**src/rtl/ifft_config_receiver_pkg.sv**
```systemverilog
// rtl/ifft_config_receiver_pkg.sv - shared field layout, state encoding and decoded-config type
//
// Purpose : constants shared by the config driver and the receiver.
//           Covers the config word field offsets and widths, and the EMPTY/HELD state encoding.
// Ports   : none (package)
// Config  : IFFT_CFG_STATS_EN (optional statistics counters, used in ifft_config_receiver)
package ifft_config_receiver_pkg;

   localparam int CFG_W     = 24;
   localparam int NFFT_LSB  = 0;
   localparam int NFFT_W    = 4;
   localparam int FWD_BIT   = 8;
   localparam int SCALE_LSB = 9;
   localparam int SCALE_W   = 14;

   typedef enum logic {
      EMPTY = 1'b0,
      HELD  = 1'b1
   } state_t;

   typedef struct packed {
      logic [NFFT_W-1:0]  nfft;
      logic               fwd;
      logic [SCALE_W-1:0] scale;
   } cfg_fields_t;

endpackage

```
**src/rtl/ifft_config_receiver_if.sv**
```systemverilog
// rtl/ifft_config_receiver_if.sv - 24-bit IFFT config stream interface
//
// Purpose : groups the config stream handshake signals.
// Signals : tData  24  config word (driven by master)
//           tValid 1   word valid (driven by master)
//           tReady 1   slave can accept (driven by slave)
// Config  : IFFT_CFG_STATS_EN has no effect here
interface ifft_config_receiver_if;

   logic [23:0] tData;
   logic        tValid;
   logic        tReady;

   modport master (output tData, output tValid, input tReady);
   modport slave  (input tData, input tValid, output tReady);

endinterface

```
**src/rtl/ifft_config_receiver_field_decode.sv**
```systemverilog
// rtl/ifft_config_receiver_field_decode.sv - combinational split of a config word into fields
//
// Purpose : extracts nfft / fwd / scale from a config word.
//           Flags whether nfft lies in [NFFT_MIN, NFFT_MAX].
// Ports   : word   in  24  raw config word
//           fields out     decoded nfft/fwd/scale
//           legal  out 1   nfft within the legal range
// Config  : IFFT_CFG_STATS_EN has no effect here
module ifft_cfg_field_decode
   import ifft_config_receiver_pkg::*;
#(
   parameter int NFFT_MIN = 3,
   parameter int NFFT_MAX = 12
) (
   input  logic [CFG_W-1:0] word,
   output cfg_fields_t      fields,
   output logic             legal
);

   // Reserved bits [7:4] and [23] are deliberately not part of the decode.
   logic unused_rsvd;
   assign unused_rsvd = ^{word[7:4], word[23]};

   assign fields.nfft  = word[NFFT_LSB +: NFFT_W];
   assign fields.fwd   = word[FWD_BIT];
   assign fields.scale = word[SCALE_LSB +: SCALE_W];

   assign legal = (fields.nfft >= NFFT_W'(NFFT_MIN)) &&
                  (fields.nfft <= NFFT_W'(NFFT_MAX));

endmodule

```
**src/rtl/ifft_config_receiver.sv**
```systemverilog
// rtl/ifft_config_receiver.sv - config stream slave with one-deep hold and idle-gated apply
//
// Purpose : accepts range-checked config words into a one-deep hold register.
//           Applies the held word to the active settings only while the engine is idle.
// Ports   : CLK, RST_N          clock, async active-low reset
//           cfg (slave)         tData/tValid/tReady config stream
//           engine_idle   in  1 engine between frames
//           active_nfft   out 4 applied log2 frame size
//           active_fwd    out 1 applied direction (1 = forward)
//           active_scale  out 14 applied scale schedule
//           pending       out 1 validated word held, not yet applied
//           cfg_applied   out 1 pulse: active_* updated
//           cfg_error     out 1 pulse: word rejected
//           cfg_count     out 16 (IFFT_CFG_STATS_EN) applied words, wrapping
//           err_count     out 8  (IFFT_CFG_STATS_EN) rejected words, saturating
// Config  : IFFT_CFG_STATS_EN adds cfg_count / err_count
module ifft_config_receiver
   import ifft_config_receiver_pkg::*;
#(
   parameter int              NFFT_MIN    = 3,
   parameter int              NFFT_MAX    = 12,
   parameter int              RESET_NFFT  = 10,
   parameter logic [SCALE_W-1:0] RESET_SCALE = 14'h2AAA
) (
   input  logic                 CLK,
   input  logic                 RST_N,
   ifft_config_receiver_if.slave cfg,
   input  logic                 engine_idle,
   output logic [NFFT_W-1:0]    active_nfft,
   output logic                 active_fwd,
   output logic [SCALE_W-1:0]   active_scale,
   output logic                 pending,
   output logic                 cfg_applied,
   output logic                 cfg_error
`ifdef IFFT_CFG_STATS_EN
   ,
   output logic [15:0]          cfg_count,
   output logic [7:0]           err_count
`endif
);

   state_t      state, state_nxt;
   cfg_fields_t hold_q;
   cfg_fields_t dec;
   logic        legal;
   logic        capture;
   logic        apply_nxt;
   logic        err_nxt;
   logic        ready_nxt;
   logic        pend_nxt;

   ifft_cfg_field_decode #(
      .NFFT_MIN (NFFT_MIN),
      .NFFT_MAX (NFFT_MAX)
   ) u_decode (
      .word   (cfg.tData),
      .fields (dec),
      .legal  (legal)
   );

   // Accept only happens in EMPTY and apply only in HELD, so the two can never
   // share an edge; a word accepted at one edge applies at the next at the earliest.
   always_comb begin
      state_nxt = state;
      capture   = 1'b0;
      apply_nxt = 1'b0;
      err_nxt   = 1'b0;
      case (state)
         EMPTY: begin
            if (cfg.tValid && cfg.tReady) begin
               if (legal) begin
                  capture   = 1'b1;
                  state_nxt = HELD;
               end else begin
                  err_nxt = 1'b1;
               end
            end
         end
         HELD: begin
            if (engine_idle) begin
               apply_nxt = 1'b1;
               state_nxt = EMPTY;
            end
         end
         default: state_nxt = EMPTY;
      endcase
      // tReady and pending are registered copies of the upcoming state so they
      // flip on the same edge that changes state; tReady stays 0 throughout reset.
      ready_nxt = (state_nxt == EMPTY);
      pend_nxt  = (state_nxt == HELD);
   end

   always_ff @(posedge CLK or negedge RST_N) begin
      if (!RST_N) begin
         state        <= EMPTY;
         cfg.tReady   <= 1'b0;
         pending      <= 1'b0;
         cfg_applied  <= 1'b0;
         cfg_error    <= 1'b0;
         hold_q       <= '0;
         active_nfft  <= NFFT_W'(RESET_NFFT);
         active_fwd   <= 1'b1;
         active_scale <= RESET_SCALE;
      end else begin
         state       <= state_nxt;
         cfg.tReady  <= ready_nxt;
         pending     <= pend_nxt;
         cfg_applied <= apply_nxt;
         cfg_error   <= err_nxt;
         if (capture) begin
            hold_q <= dec;
         end
         if (apply_nxt) begin
            active_nfft  <= hold_q.nfft;
            active_fwd   <= hold_q.fwd;
            active_scale <= hold_q.scale;
         end
      end
   end

`ifdef IFFT_CFG_STATS_EN
   // Counters step on the same edge that raises the matching pulse.
   always_ff @(posedge CLK or negedge RST_N) begin
      if (!RST_N) begin
         cfg_count <= '0;
         err_count <= '0;
      end else begin
         if (apply_nxt) begin
            cfg_count <= cfg_count + 16'd1;
         end
         if (err_nxt && (err_count != 8'hFF)) begin
            err_count <= err_count + 8'd1;
         end
      end
   end
`endif

endmodule
```
**src/flat_wrapper.sv**
```systemverilog
// flat-port wrapper written by rule: the top's interface ports become plain ports
module ifft_config_receiver_flat import ifft_config_receiver_pkg::*;
#(
   parameter int              NFFT_MIN    = 3,
   parameter int              NFFT_MAX    = 12,
   parameter int              RESET_NFFT  = 10,
   parameter logic [SCALE_W-1:0] RESET_SCALE = 14'h2AAA
)
  (CLK, RST_N, engine_idle, active_nfft, active_fwd, active_scale, pending, cfg_applied, cfg_error, cfg_tData, cfg_tValid, cfg_tReady);
  ifft_config_receiver_if cfg_i ();
  input  logic CLK;
  input  logic RST_N;
  input  logic engine_idle;
  output logic [NFFT_W-1:0] active_nfft;
  output logic active_fwd;
  output logic [SCALE_W-1:0] active_scale;
  output logic pending;
  output logic cfg_applied;
  output logic cfg_error;
  input wire logic [$bits(cfg_i.tData)-1:0] cfg_tData;
  input wire logic [$bits(cfg_i.tValid)-1:0] cfg_tValid;
  output wire logic [$bits(cfg_i.tReady)-1:0] cfg_tReady;
  assign cfg_i.tData = cfg_tData;
  assign cfg_i.tValid = cfg_tValid;
  assign cfg_tReady = cfg_i.tReady;
  ifft_config_receiver #(.NFFT_MIN(NFFT_MIN), .NFFT_MAX(NFFT_MAX), .RESET_NFFT(RESET_NFFT), .RESET_SCALE(RESET_SCALE)) u_core (.CLK(CLK), .RST_N(RST_N), .cfg(cfg_i), .engine_idle(engine_idle), .active_nfft(active_nfft), .active_fwd(active_fwd), .active_scale(active_scale), .pending(pending), .cfg_applied(cfg_applied), .cfg_error(cfg_error));
endmodule
```
**config.mk**
```make
export PLATFORM = sky130hd
export DESIGN_NAME = ifft_config_receiver_flat
export DESIGN_NICKNAME = d
export VERILOG_FILES = /design/src/rtl/ifft_config_receiver_pkg.sv /design/src/rtl/ifft_config_receiver_if.sv /design/src/rtl/ifft_config_receiver_field_decode.sv /design/src/rtl/ifft_config_receiver.sv /design/src/flat_wrapper.sv
export SDC_FILE = /design/constraint.sdc
export NUM_CORES = 1
export LEC_CHECK = 0
export ABC_AREA = 1
export BUFFER_PORTS_ARGS = -buffer_cell sky130_fd_sc_hd__buf_4
export CORE_MARGIN = 1
export CORE_UTILIZATION = 25
export CTS_BUF_LIST = sky130_fd_sc_hd__clkbuf_4 sky130_fd_sc_hd__clkbuf_8 sky130_fd_sc_hd__clkbuf_16
export CTS_CLUSTER_DIAMETER = 200
export DETAILED_ROUTE_END_ITERATION = 6
export GPL_TIMING_DRIVEN = 0
export REMOVE_ABC_BUFFERS = 1
export SETUP_SLACK_MARGIN = 0.1
export SYNTH_ARGS = -nofsm -noshare
export SYNTH_HDL_FRONTEND = slang
export SYNTH_SLANG_ARGS = --single-unit
```
**constraint.sdc**
```tcl
create_clock -name CLK -period 2.2 [get_ports CLK]
set_input_delay 0 -clock CLK [delete_from_list [all_inputs] [get_ports CLK]]
set_output_delay 0 -clock CLK [all_outputs]
set_load 0.05 [all_outputs]
```
### Word-level counts from Yosys, hierarchy flattened

Cells that the tools add are included.

| word-level totals | value |
|---|---|
| bits in registers | 42 |
| bits of input ports | 28 |
| output and inout bits | 23 |

| cells by class | value |
|---|---|
| bitwise logic cells | 2 |
| order comparisons | 2 |
| multiplexer cells | 10 |
| reductions and logical operators | 2 |

Operators by type and width:

| kind | count |
|---|---|
| 1-bit two-way mux | 9 |
| 4-bit by 2-bit >= comparator with 1-bit output (second input constant) | 1 |
| 4-bit <= comparator (second input constant) | 1 |
| 1-bit logical AND | 2 |
| 1-bit inverter | 2 |
| 1-bit case mux with 2 select lines | 1 |

### Depth between registers and ports, before layout

Gate-level depths: netlist of run 1.

| depth | value |
|---|---|
| word-level depth | 6 |
| depth in mapped cells | 7 |

### Hierarchy

Synthesis of run 1 repeated with hierarchy kept, for this count alone.

| unflattened totals | value |
|---|---|
| cells, all modules | 203 |
| area total of the unflattened synthesis | 1840.5 um^2 |

By module, submodules not included:

| module | instances | area an instance (um^2) | cells each | sequential area each (um^2) |
|---|---|---|---|---|
| ifft_config_receiver | 1 | 1667.8 | 176 | 1063.5 |
| ifft_cfg_field_decode | 1 | 172.7 | 27 | 0.0 |

### Worst setup path after synthesis of run 1

No wires, ideal clock.

| timing path | value |
|---|---|
| kind | reg-to-reg |
| start point | reg u_core.cfg.tReady |
| end point | reg u_core.hold_q[10] in the netlist's numbering |
| arrival | 1.206 ns |
| library setup time | 0.117 ns |
| setup slack | 0.877 ns |
| stages on the path, launching flop included | 7 |
| buffers on the path | 1 |
| data required time | 2.083 ns |
| cells stage by stage | dfrtp_1 nand2_1 nor2_2 nand3_2 buf_4 nand2_1 nand2_1 |

| between the ends | value |
|---|---|
| cells in the longest elaborated chain, start to end | 3 |

Ends and longest elaborated chain:

| item | RTL line | source |
|---|---|---|
| start, declared | ifft_config_receiver_if.sv:15 | `modport slave (input tData, input tValid, output tReady);` |
| start signal, assigned | ifft_config_receiver.sv:106 | `cfg.tReady <= ready_nxt;` |
| 1-bit logical AND | ifft_config_receiver.sv:70 | `if (cfg.tValid && cfg.tReady) begin` |
| 1-bit two-way mux | ifft_config_receiver.sv:70 |  |
| 1-bit two-way mux | ifft_config_receiver.sv:68 | `case (state)` |
| end signal, assigned | ifft_config_receiver.sv:100 | `hold_q <= '0;` |
| end signal, assigned | ifft_config_receiver.sv:111 | `hold_q <= dec;` |
| end, declared | ifft_config_receiver.sv:43 | `cfg_fields_t hold_q;` |

No other way between the ends.
A chain may end at the register's enable or synchronous reset.

### Final worst setup path of run 1

| timing path | value |
|---|---|
| start point | in cfg_tData[0] |
| end point | reg u_core.hold_q[15] in the netlist's numbering |

| between the ends | value |
|---|---|
| cells in the longest elaborated chain, start to end | 5 |
| elaborated cells between the ends (all ways) | 6 |
| classes of those cells | order compare (2); mux (3); reduce/logical (1) |

Ends and longest elaborated chain:

| item | RTL line | source |
|---|---|---|
| start, declared | flat_wrapper.sv:20 | `input wire logic [$bits(cfg_i.tData)-1:0] cfg_tData;` |
| 4-bit by 2-bit >= comparator with 1-bit output or 4-bit <= comparator (tied branches) | ifft_config_receiver_field_decode.sv:28, ifft_config_receiver_field_decode.sv:29 |  |
| 1-bit logical AND | ifft_config_receiver_field_decode.sv:28 | `assign legal = (fields.nfft >= NFFT_W'(NFFT_MIN)) &&` |
| 1-bit two-way mux | ifft_config_receiver.sv:71 | `if (legal) begin` |
| 1-bit two-way mux | ifft_config_receiver.sv:70 |  |
| 1-bit two-way mux | ifft_config_receiver.sv:68 |  |

Parallel ways exist; a longest one is shown, timed or not.

==> results by stage, run 1 <==
Status:
- The flow ran to the end, and the final reports show no timing, DRC or antenna violations.

Cells and area:
- The count of fill cells added during filler insertion is 679.
- The sequential standard cell area is approximately 0.0011 mm^2.
- 0 antenna diodes ended up in the layout.
- After routing the design area is about 0.0024 mm^2.
- The area added between synthesis and finish is 42.8%.
- In the layout the commonest cells are 101 x sky130_fd_sc_hd__nand2_1, 45 x sky130_fd_sc_hd__buf_4, 32 x sky130_fd_sc_hd__dfrtp_1, 21 x sky130_fd_sc_hd__dlygate4sd3_1, 19 x sky130_fd_sc_hd__nand4_1.
- The most common library cell in the layout ignoring fill and taps is sky130_fd_sc_hd__nand2_1.
- The fraction of layout cells with a size suffix above 1 is about 28%.
- Measured on the finished design, the core utilization comes to between 30% and 40%.
- The multi-input gate area in the final layout is between 500 and 600 um^2.
- The number of nets at the end of the flow is 277.

Drt:
- The average wire length per cell after detail routing is 12.5 um.
- The count of TritonRoute iterations in the first routing pass is 6.
- The count of vias placed by the detailed router is 1422.
- The final routed DRC violation total is 0.
- The number of nets still failing antenna checks after routing is 0.
- Dividing the detail-routed via count by the number of cells gives ~4.3.
- After the first detailed-routing iteration, the DRC count stood at just over 60.
- For this block, the routed nets add up to about 4.1 mm of wire.

Die:
- The top-level I/O count is 51.
- The initial standard-cell utilization of the core is about a quarter.
- The horizontal extent of the die is ~85 um.
- The number of placement rows is 29.
- The floorplan step defined a core boundary enclosing approximately 0.0065 mm^2.
- The die covers 0.00717 mm^2.
- The die is approximately 85 um tall.

Critical path:
- Measured in cells, the most critical reg-to-reg path has a length of 4.
- The critical path in this run is classified as in2reg.
- The maximum single-stage delay on the critical path is between 0.5 and 0.6 ns.
- The worst register-to-register path has a setup slack of 0.44 ns.
- The highest net fanout along the worst path is 21.
- The start of the worst register-to-register path is u_core.pending.
- The critical register-to-register path endpoint is u_core.active_nfft[2].
- The type of destination of the critical path is a register.
- The slowest stage of the critical path is the sky130_fd_sc_hd__nand2_1 cell.
- The startpoint class of the critical path is a primary input.
- The critical path's most frequent cell is sky130_fd_sc_hd__nand2_1.
- The signal on the critical path passes through dlygate4sd3_1 -> buf_4 -> inv_1 -> nand2_1 -> nand2_1 -> nand3_4 -> nand2_1 -> nand2_1.
- The required arrival time at the worst endpoint is roughly 2.4 ns.
- The arrival time of the worst setup path is slightly below 2 ns.

GRT:
- In the global route stage, met1 resource usage came out at between 15 and 20%.
- The initial antenna violation count is 0.
- The global-route wire length before repair is 6.99 mm.
- The number of global-route vias before repair is 1488.
- Global routing used 12.4% of the available tracks.
- For met3 alone, demand over resource in global routing was roughly 3%.
- Entering global routing, the biggest net connects 43 pins.
- Global routing used a little over a fifth of the available met2 tracks.
- The global routing's busiest layer is met2.
- Summed over all layers, the global routing overflow is 0.

Synthesis:
- The top cell type by area accounts for 46.9% of the synthesized area.
- The library cell occupying the most area in the post-synthesis netlist is sky130_fd_sc_hd__dfrtp_1.
- By area the synthesized netlist is led by sky130_fd_sc_hd__dfrtp_1 47%, sky130_fd_sc_hd__nand2_1 22%, sky130_fd_sc_hd__dfstp_2 15%.
- After synthesis the netlist holds a flip-flop and latch count of 42.
- The sequential area share after synthesis is between 60 and 70%.
- The total standard cell area after synthesis is ~0.0017 mm^2.
- Synthesis instantiated 14 different standard cells from the library.
- The average size of a mapped cell is a little over 9 um^2.
- Synthesis produced a netlist whose cell count is 187.
- For this run, the number of Yosys warnings is 0.

Power and ir drop:
- The analysis attributes to net switching a power of 0.00139 W.
- In this run the power density over the cells is 1410 mW/mm^2.
- The switching fraction of total power is between 40% and 50%.
- The largest voltage drop on the vdd net is roughly 0.00055 V.
- In this run, the clock network consumes 21.7% of the power.
- Cell internal power was estimated by the tool at a little over 0.002 W.
- The power share of the sequential group is roughly 39%.
- The analysis attributes to cell leakage a power of around 1.3 nW.
- The logic gate share of total power is 39.9%.

Timing:
- The summed negative setup slack over all endpoints is 0 ns.
- Measured against its own limit, the worst slew margin works out to between 40% and 50%.
- The count of final max-slew check failures came to 0.
- The final number of hold-violating endpoints was 0.
- For the pin with the worst max-slew slack, the measured transition is just under 0.8 ns.
- Setup violations remaining at the end of the flow were counted as 0.
- The final critical path takes up slightly above 80% of the cycle.
- The post-route clock skew is ~0.0062 ns.
- The routed design could run at a clock period as short as 1.80 ns.
- Setup repair after global routing left no endpoint under its margin.
- The final worst setup slack is ~0.4 ns.
- The highest attainable clock frequency is about 0.56 GHz.

Placed design:
- Summing all placed instances gives a cell area of about 0.0021 mm^2.
- The pre-CTS setup slack is 0.0997 ns.
- Summed over all nets, the half-perimeter wirelength after detailed placement is ~2.4 mm.
- The number of I/O port buffers is 45.
- The weighted congestion at the end of routability-driven global placement is between 0.7 and 0.8.

CTS:
- The total clock sinks is 42.
- The largest buffer count on any clock path is 2.
- TritonCTS created 5 clock buffers.
- The clock insertion delay at the later pin of the skew report is approximately 0.29 ns.
- In this run the post-CTS setup repair buffer count came out at 0.
- The H-tree was split into 2 levels.
- The root buffer cell is sky130_fd_sc_hd__clkbuf_8.
- The CTS tree is built.
- Clock-pin slew was measured on the worst setup and hold paths at 0.08 ns.

Hold path:
- The tightest min-delay check is of the in2async type.

Run:
- The number of max-cap violations is 0.
synthesized netlist by cell type:
| master | count |
|---|---|
| sky130_fd_sc_hd__nand3_2 | 1 |
| sky130_fd_sc_hd__dfstp_2 | 10 |
| sky130_fd_sc_hd__nand2_2 | 2 |
| sky130_fd_sc_hd__buf_2 | 7 |
| sky130_fd_sc_hd__buf_4 | 3 |
| sky130_fd_sc_hd__a21boi_1 | 1 |
| sky130_fd_sc_hd__nor2_1 | 1 |
| sky130_fd_sc_hd__dfrtp_1 | 32 |
| sky130_fd_sc_hd__nor2_2 | 1 |
| sky130_fd_sc_hd__inv_2 | 1 |
| sky130_fd_sc_hd__inv_1 | 5 |
| sky130_fd_sc_hd__nand2_1 | 102 |
| sky130_fd_sc_hd__nand4_1 | 19 |
| sky130_fd_sc_hd__buf_6 | 2 |
worst max-delay path: cells and delay by family:
family | cells | cell delay (ns)
simple gates | 5 | 1.22
buf+inv | 3 | 0.74
cell type report:
cell class	count	area share, %
Tap cell	77	3.95
Inverter	6	1.08
Clock buffer	6	3.39
Multi-Input combinational cell	127	22.8
Timing Repair Buffer	66	22.5
Timing Repair inverter	1	0.205
Clock inverter	2	2.46
Sequential cell	42	43.6
registers in the layout, indices dropped and copies added (netlist names):
signal,count
u_core.hold_q,19
u_core.active_scale,14
u_core.active_nfft,4
u_core.active_fwd,1
u_core.cfg.tReady,1
u_core.cfg_applied,1
u_core.cfg_error,1
u_core.pending,1
power groups by stage:
stage	Sequential [W]	Combinational [W]	Clock, W
after floorplan	0.00192	0.000324	0
after global placement	0.00133	0.00132	0
after detailed placement	0.00133	0.00134	0
after CTS	0.00132	0.00137	0.000777
after global routing	0.00137	0.00148	0.000804
final	0.00132	0.00137	0.000745
timing repair:
action	CTS	global route
cloned	0	1
pin swaps	0	0
gates resized for setup	1	3
hold buffers	21	0
endpoints found under the setup margin	3	39
hold endpoints to repair	53	0
stage by stage:
stage,std cells,hold WS (ns),total power (W)
floorplan,175,-0.296,0.00224
global placement,297,0.0148,0.00265
detailed placement,297,0.0269,0.00267
CTS,326,0.198,0.00347
global route,327,0.254,0.00365
finish,327,0.227,0.00343
routing by layer:
layer  vias up  part of all wire [%]
li1        719                     -
met1       655                    47
met2        44                    46
met3         4                   5.7
met4         0                  0.66
met5         -                     0
logic make-up (layout without fill, tap and decap cells):
group	count (synthesis)	after routing	share of synthesized area, %
AND/OR/NAND/NOR	126	126	31.3
flip-flops	42	42	62.3
AO/OA/AOI/OAI	1	1	0.440
buffers and inverters	18	81	6.01
worst max path at each step:
stage / startpoint / endpoint / slack, ns
after floorplan: u_core.cfg.tReady / u_core.hold_q[0] / 0.37
after global placement: u_core.pending / u_core.hold_q[5] / 0.13
after detailed placement: u_core.pending / u_core.hold_q[5] / 0.1
after CTS: u_core.pending / u_core.active_scale[4] / 0.19
after global routing: cfg_tData[0] / u_core.hold_q[3] / 0.16
final: cfg_tData[0] / u_core.hold_q[15] / 0.40
Note: power is estimated with default switching activity, not from simulation.
==> run 2, diff against run 1 <==
==> constraint.sdc (replaced) <==
create_clock -name CLK -period 1.8 [get_ports CLK]
set_input_delay 0 -clock CLK [delete_from_list [all_inputs] [get_ports CLK]]
set_output_delay 0 -clock CLK [all_outputs]
set_load 0.05 [all_outputs]
==> run 2 against run 1 <==
Clock power is 22% higher. Sequential cell count stayed put. Clock skew shrank 0.00052 ns. Largest cell class unchanged.
==> results by stage, run 2 (same netlist as run 1, synthesis figures left out) <==
CTS:
- The total clock sinks is 42.
- After clock tree synthesis, the clock-pin slew on the worst setup and hold paths is roughly 0.08 ns.
- The cell sitting at the root of the clock tree is a sky130_fd_sc_hd__clkbuf_8.
- The clock reaches the later pin of the worst-skew pair after roughly 0.29 ns.
- The number of buffers added by the clock tree synthesis step is 5.
- The CTS tree is built.
- The number of levels in the clock H-tree is 2.
- The largest buffer count on any clock path is 2.

Drt:
- After detailed routing, the total wire length is slightly above 4 mm.
- After detailed routing, the number of remaining DRC violations is 0.
- The detailed router placed 1405 vias in this run.
- Before antenna repair, the detailed router went through 6 iterations.
- The number of nets still failing antenna checks after routing is 0.
- The per-cell via count in the routed design is between 4 and 5.
- After the first detailed-routing iteration, the DRC count stood at about 100.
- In the final routed layout, each cell accounts on average for ~12 um.

Cells and area:
- The final core area utilization is between 30% and 40%.
- The finished cells cover 0.00244 mm^2.
- The number of nets at the end of the flow is 277.
- The area added between synthesis and finish is 42.9%.
- The sequential cells in the finished layout cover a total of roughly 0.0011 mm^2.
- Leaving out fill and tap cells, the most frequent cell in the layout is sky130_fd_sc_hd__nand2_1.
- The count of fill cells added during filler insertion is ~680.
- The register with the most flip-flops in the layout has 19 of them.
- Leaving out fill and tap cells, the most frequent cells in the layout are 101 x sky130_fd_sc_hd__nand2_1, 45 x sky130_fd_sc_hd__buf_4, 32 x sky130_fd_sc_hd__dfrtp_1, 21 x sky130_fd_sc_hd__dlygate4sd3_1, 19 x sky130_fd_sc_hd__nand4_1.
- The multi-input gate area in the final layout is about 560 um^2.
- The fraction of layout cells with a size suffix above 1 is around 28%.
- More flip-flops sit in one register than any other, and that register is u_core.hold_q.
- The repair_antennas step left the layout with diodes totalling 0.
- In the final layout, the registers with the most flip-flops are u_core.hold_q x19, u_core.active_scale x14, u_core.active_nfft x4.

Timing:
- The post-route clock skew is 0.00571 ns.
- The count of final max-slew check failures is 0.
- Headroom to the max-slew limit came out at a little under half.
- The pin slew with the least headroom to its limit is approximately 0.8 ns.
- The clock period minus worst slack is 1.59 ns.
- The highest attainable clock frequency is roughly 0.63 GHz.
- Dividing the final minimum period by the clock period gives ~89%.
- Setup violations remaining at the end of the flow were counted as 0.
- Setup repair after global routing could not meet its margin everywhere.
- The final number of hold-violating endpoints is 0.

Power and ir drop:
- The net switching power is 0.00170 W.
- The cell-internal power is around 0.0025 W.
- In this run, the clock network consumes between 20% and 30% of the power.
- Sequential cells account for a little under two fifths of the total power.
- In this run the power density over the cells is ~1700 mW/mm^2.
- IR analysis of the VDD net gives a maximum drop of about 0.00067 V.
- In this run switching power makes up between 40 and 50% of total power.
- The analysis attributes to cell leakage a power of around 1.3 nW.
- Combinational logic is responsible for around 40% of the overall power.
- The final total power is around 0.0042 W.

Critical path:
- The maximum single-stage delay on the critical path is about 0.45 ns.
- STA puts the critical path data required time at roughly 2.0 ns.
- The highest net fanout along the worst path is 21.
- STA classifies the critical path endpoint as a register.
- The slowest stage of the critical path belongs to the cell sky130_fd_sc_hd__dfrtp_1.
- The critical path crosses 4 cells after its start point.
- The startpoint of the most critical setup path is u_core.pending.
- The worst register-to-register path begins at u_core.pending.
- By startpoint and endpoint, the worst setup path is classified as reg2reg.
- In this design, the critical path's most frequently occurring cell is sky130_fd_sc_hd__nand2_1.
- The largest delay contributor family on the critical path is simple AND/OR/NAND/NOR gates.
- Together, buffers and inverters on the worst path number 1.
- The signal on the critical path passes through nand2_2 -> clkinvlp_4 -> nand2_1 -> nand2_1.
- The startpoint class of the critical path is a register.
- Across all register-to-register paths, the minimum setup slack is a little over 0.2 ns.
- The arrival time of the worst setup path is approximately 1.8 ns.
- The number of cells on the worst reg-to-reg path is 4.

GRT:
- Global routing consumed, over all layers together, approximately 12% of the routing resources.
- The maximum number of pins on one net before global-route repair is 43.
- The first global-routing pass estimated 6.87 mm of wire.
- The number of global-route vias before repair was 1458.
- The initial antenna violation count is 0.
- The sum of overflow across all layers after global routing is 0.

Placed design:
- The congestion estimate from routability-driven global placement came to 0.708.
- The number of I/O port buffers is 45.
- The wire-length estimate of the detail-placed layout is between 2 and 2.5 mm.
- The post-placement cell area is 0.00206 mm^2.

Hold path:
- The worst hold path class is in2async.

Die:
- The area of the die is about 0.0072 mm^2.
- In this run the horizontal extent of the chip is approximately 85 um.
- The number of placement rows is 29.
- The core region is 0.00646 mm^2.
- The top-level I/O count is 51.
- In this run the vertical extent of the chip is about 85 um.
- The initial standard-cell utilization of the core is 26.4%.

Run:
- The tool flagged a number of max-cap violations equal to 0.

Status:
- The flow ran to the end, and the final reports show no timing, DRC or antenna violations.
[run 2: final timing paths]
path,endpoint
max in group asynchronous,u_core.active_scale[3]
worst min register to register,u_core.active_scale[5]
worst min-delay path,u_core.hold_q[5]
worst max-delay path,u_core.active_scale[4]
worst max register to register,u_core.active_scale[4]
min in group CLK,u_core.cfg_error
[run 2: cell type report]
cell class	count	share of cell area (%)
Timing Repair inverter	1	0.308
Clock buffer	6	3.38
Multi-Input combinational cell	127	22.8
Sequential cell	42	43.6
Clock inverter	2	2.46
Inverter	6	1.08
Timing Repair Buffer	66	22.5
Tap cell	77	3.95
[run 2: power by group through the flow]
stage          logic (W)  clock network, W  registers (W)
6_report         0.00167          0.000911        0.00161
5_1_grt          0.00181          0.000983        0.00167
4_1_cts          0.00168          0.000949        0.00162
3_5_place_dp     0.00164                 0        0.00163
3_3_place_gp     0.00162                 0        0.00162
2_1_floorplan   0.000396                 0        0.00235
[run 2: metrics by stage]
| stage | hold WS (ns) | instances | setup slack (ns) | setup TNS, ns |
|---|---|---|---|---|
| after CTS | 0.204 | 326 | 0.0600 | 0 |
| final | 0.227 | 327 | 0.205 | 0 |
| after floorplan | -0.296 | 175 | -0.0314 | -0.627 |
| after detailed placement | 0.0269 | 297 | -0.300 | -8.16 |
| after global routing | 0.256 | 327 | 0.0218 | 0 |
| after global placement | 0.0148 | 297 | -0.266 | -6.69 |
[run 2: per-layer routing]
| layer | wire [um] | vias up | track usage [%] | part of all wire [%] |
|---|---|---|---|---|
| met5 | 0 | - | 0 | 0 |
| met1 | 1950 | 642 | 15.7 | 48 |
| met3 | 186 | 4 | 2.95 | 4.6 |
| met4 | 27 | 0 | 3.70 | 0.67 |
| met2 | 1880 | 39 | 20.8 | 46 |
| li1 | - | 720 | - | - |
[run 2: worst reg2reg max path, delay by kind of cell (launching register included)]
family | cells | cell delay, ns
and+or+nand+nor | 3 | 0.64
DFF | 1 | 0.45
buffers and inverters | 1 | 0.41
[run 2: what timing repair did]
item                                    4_1_cts  5_1_grt
hold endpoints to repair                     52        0
endpoints found under the setup margin       41       40
buffers inserted                              0        0
hold buffers                                 21        0
cloned                                        0        1
gates resized for setup                       4        1
==> run 3, diff against run 2 <==
--- a/config.mk
+++ b/config.mk
@@ -8,7 +8,7 @@
 export ABC_AREA = 1
 export BUFFER_PORTS_ARGS = -buffer_cell sky130_fd_sc_hd__buf_4
 export CORE_MARGIN = 1
-export CORE_UTILIZATION = 25
+export CORE_UTILIZATION = 30
 export CTS_BUF_LIST = sky130_fd_sc_hd__clkbuf_4 sky130_fd_sc_hd__clkbuf_8 sky130_fd_sc_hd__clkbuf_16
 export CTS_CLUSTER_DIAMETER = 200
 export DETAILED_ROUTE_END_ITERATION = 6
==> run 3 against run 2 <==
Via count up 0.78%. First-iteration DRC count down 4.9%. Non-clock buffer count unchanged. Largest cell class unchanged. Wire length down 2.0%. Clock power down 31%. Highest routed layer unchanged. Sequential share of layout area up 0.96 points. Register-to-register slack worse by 0.02 ns.
==> results by stage, run 3 (same netlist as run 1, synthesis figures left out) <==
Drt:
- Dividing the detail-routed via count by the number of cells gives approximately 4.4.
- The count of vias placed by the detailed router is around 1400.
- After the first detailed-routing iteration, the DRC count stood at just under 100.
- After detailed routing, the average wire length per cell comes to about 12 um.
- The first detailed-routing pass took 4 iterations.
- The number of nets still failing antenna checks after routing is 0.
- The total wire length after detailed routing is 3.96 mm.
- After detailed routing, the number of remaining DRC violations is 0.

Power and ir drop:
- The logic gate share of total power is a little over two fifths.
- The design draws roughly 0.004 W.
- The analysis attributes to cell leakage a power of around 1.3 nW.
- The net switching power is around 0.0017 W.
- The cell area power density is ~1600 mW/mm^2.
- The largest voltage drop on the vdd net is approximately 0.00050 V.
- Of the total power, the share spent switching nets is 43.0%.
- The power share of the sequential group is a little over 40%.
- The cell-internal power is 0.00223 W.
- The clock network fraction of total power is 16.0%.

Critical path:
- STA classifies the critical path startpoint as a register.
- The largest single stage delay on the critical path is approximately 0.48 ns.
- The critical path goes through nor2_4 -> nand3_4 -> nand2_1 -> nand2_1.
- The path depth of the worst reg2reg path is 4.
- The cell family contributing the most delay on the critical path is simple AND/OR/NAND/NOR gates.
- At the worst endpoint, the arrival time is between 1.5 and 2 ns.
- The startpoint-to-endpoint class of the critical path is reg2reg.
- The slowest cell on the critical path is sky130_fd_sc_hd__nor2_4.
- Across all register-to-register paths, the minimum setup slack is approximately 0.19 ns.
- The endpoint identified for the worst register-to-register timing path is u_core.hold_q[14].
- Along the worst path, the maximum fanout reaches 21.
- Following the worst setup path forward leads to its endpoint at u_core.hold_q[14].
- The start of the worst register-to-register path is u_core.pending.
- The worst setup path is captured at a register.
- Counting stages on the worst path, the most repeated cell is sky130_fd_sc_hd__nand2_1.
- The cell count along the critical path is 4.
- Together, buffers and inverters on the worst path number 0.
- The startpoint of the most critical setup path is u_core.pending.
- For the worst setup path, the data required time is slightly below 2 ns.

Timing:
- Summed over all failing endpoints, the final setup total negative slack is 0 ns.
- The final number of hold-violating endpoints came to 0.
- On the final layout, the worst clock skew is 0.00624 ns.
- The highest attainable clock frequency is ~0.62 GHz.
- For the pin with the worst max-slew slack, the measured transition is roughly 0.76 ns.
- Dividing the final minimum period by the clock period gives about nine tenths.
- The max-slew headroom at the worst pin is 49.0%.
- The final worst setup slack is between 0.15 and 0.2 ns.
- The count of final max-slew check failures is 0.
- Setup repair after global routing could not meet its margin everywhere.
- Counting I/O delays and the setup requirement, the final critical path takes roughly 1.6 ns.
- The setup violation total in the final timing report is 0.

GRT:
- Across every metal layer, demand over resource in global routing totals 14.1%.
- The global-route wire length before repair is between 6 and 7 mm.
- Entering global routing, the biggest net connects 43 pins.
- The initial antenna violation count is 0.
- The number of global-route vias before repair is 1397.
- The sum of overflow across all layers after global routing is 0.

Cells and area:
- The register ranked first by flip-flop count is u_core.hold_q.
- After the last flow step, the layout net total stands at 277.
- The top cell types in the final layout, fill and taps aside, are 101 x sky130_fd_sc_hd__nand2_1, 45 x sky130_fd_sc_hd__buf_4, 32 x sky130_fd_sc_hd__dfrtp_1, 21 x sky130_fd_sc_hd__dlygate4sd3_1, 19 x sky130_fd_sc_hd__nand4_1.
- The register with the most flip-flops in the layout has 19 of them.
- The post-route netlist has between 20% and 30% of its cells at a drive strength greater than 1.
- The count of placed standard cells in the final layout, fillers left out is 322.
- The antenna diode count is 0.
- Summing all non-filler instances in the final layout gives an area of approximately 0.0024 mm^2.
- From synthesis to final layout, the design area changed by 39.9%.
- The largest registers in the layout are u_core.hold_q x19, u_core.active_scale x14, u_core.active_nfft x4.
- The most common library cell in the layout ignoring fill and taps is sky130_fd_sc_hd__nand2_1.

Die:
- The total area inside the core boundary comes to between 0.005 and 0.006 mm^2.
- The die covers ~0.0060 mm^2.
- The floorplan has 27 rows.
- The top-level I/O count is a little over 50.
- The horizontal extent of the die is about 77 um.
- Measured along the y axis, the die boundary spans between 70 and 80 um.
- The initial standard-cell utilization of the core is a little under a third.

Placed design:
- The estimated wirelength of the detail-placed design is 2.28 mm.
- The number of I/O port buffers is 45.
- OpenSTA, run right after detailed placement, puts the worst setup slack at -0.273 ns.
- Once placement completed, the tool counted placed cells totaling 292.
- The post-placement cell area is between 0.002 and 0.0025 mm^2.
- Routability-driven placement finished with a final weighted congestion of slightly below 0.7.

CTS:
- For this design, the sink count on the clock tree is 42.
- The clock-pin slew reported for the worst setup and hold paths after clock tree synthesis is roughly 0.080 ns.
- The number of levels in the clock H-tree is 2.
- In this run the deepest clock path goes through 2 buffers.
- Counting the buffers created by CTS gives 5.
- After clock tree synthesis, the setup repair step added 0 buffers.
- The tree is rooted in a sky130_fd_sc_hd__clkbuf_8.
- TritonCTS built the clock tree.
- The clock reaches the later pin of the worst-skew pair after around 0.29 ns.

Status:
- The flow ran to the end, and the final reports show no timing, DRC or antenna violations.

Hold path:
- The worst hold path class is in2async.

Run:
- The tool flagged a number of max-cap violations equal to 0.
==> run 3: what timing repair did <==
item,CTS,global route
gates resized for setup,5,1
gates cloned,1,0
endpoints found under the hold margin,52,0
endpoints found under the setup margin,41,7
hold buffers,21,0
==> run 3: worst register-to-register path, stage by stage, from the launching register on <==
cell                      delay, ns
sky130_fd_sc_hd__dfrtp_1       0.47
sky130_fd_sc_hd__nor2_4        0.48
sky130_fd_sc_hd__nand3_4       0.32
sky130_fd_sc_hd__nand2_1       0.18
sky130_fd_sc_hd__nand2_1       0.06
==> run 3: per-layer routing <==
layer,vias to the layer above,wire [um],global-route usage (%)
met4,0,44,4.53
met1,664,1770,16.8
met2,35,1960,24.2
li1,712,-,-
met5,-,0,0
met3,5,178,4.24
==> run 3: metrics by stage <==
stage	utilization (%)	hold WS (ns)
floorplan	-	-0.296
global placement	37.3	0.0219
detailed placement	37.3	0.0209
CTS	43.3	0.212
global route	43.4	0.258
finish	43.4	0.234
==> run 3: power by group through the flow <==
stage | logic [W] | registers [W] | clock network [W]
after CTS | 0.00169 | 0.00162 | 0.000654
after floorplan | 0.000396 | 0.00235 | 0
after detailed placement | 0.00163 | 0.00163 | 0
after global routing | 0.00180 | 0.00167 | 0.000695
final | 0.00167 | 0.00162 | 0.000628
after global placement | 0.00161 | 0.00162 | 0
==> run 3: area by class of cell <==
class	instances	area [um^2]
clock buffer	8	91.3
multi-input combinational	127	562
inverter	6	26.3
tap	72	90.1
timing repair buffer	66	548
sequential	42	1060
timing repair inverter	1	7.51
fill	568	3120
==> run 3: worst min path at each step <==
stage          slack [ns]                 endpoint       start
2_1_floorplan       -0.30    u_core.active_nfft[0]       RST_N
3_3_place_gp         0.02  u_core.active_scale[12]       RST_N
3_5_place_dp         0.02  u_core.active_scale[12]       RST_N
4_1_cts              0.21         u_core.cfg_error  cfg_tValid
5_1_grt              0.26         u_core.cfg_error  cfg_tValid
6_report             0.23  u_core.active_scale[12]       RST_N
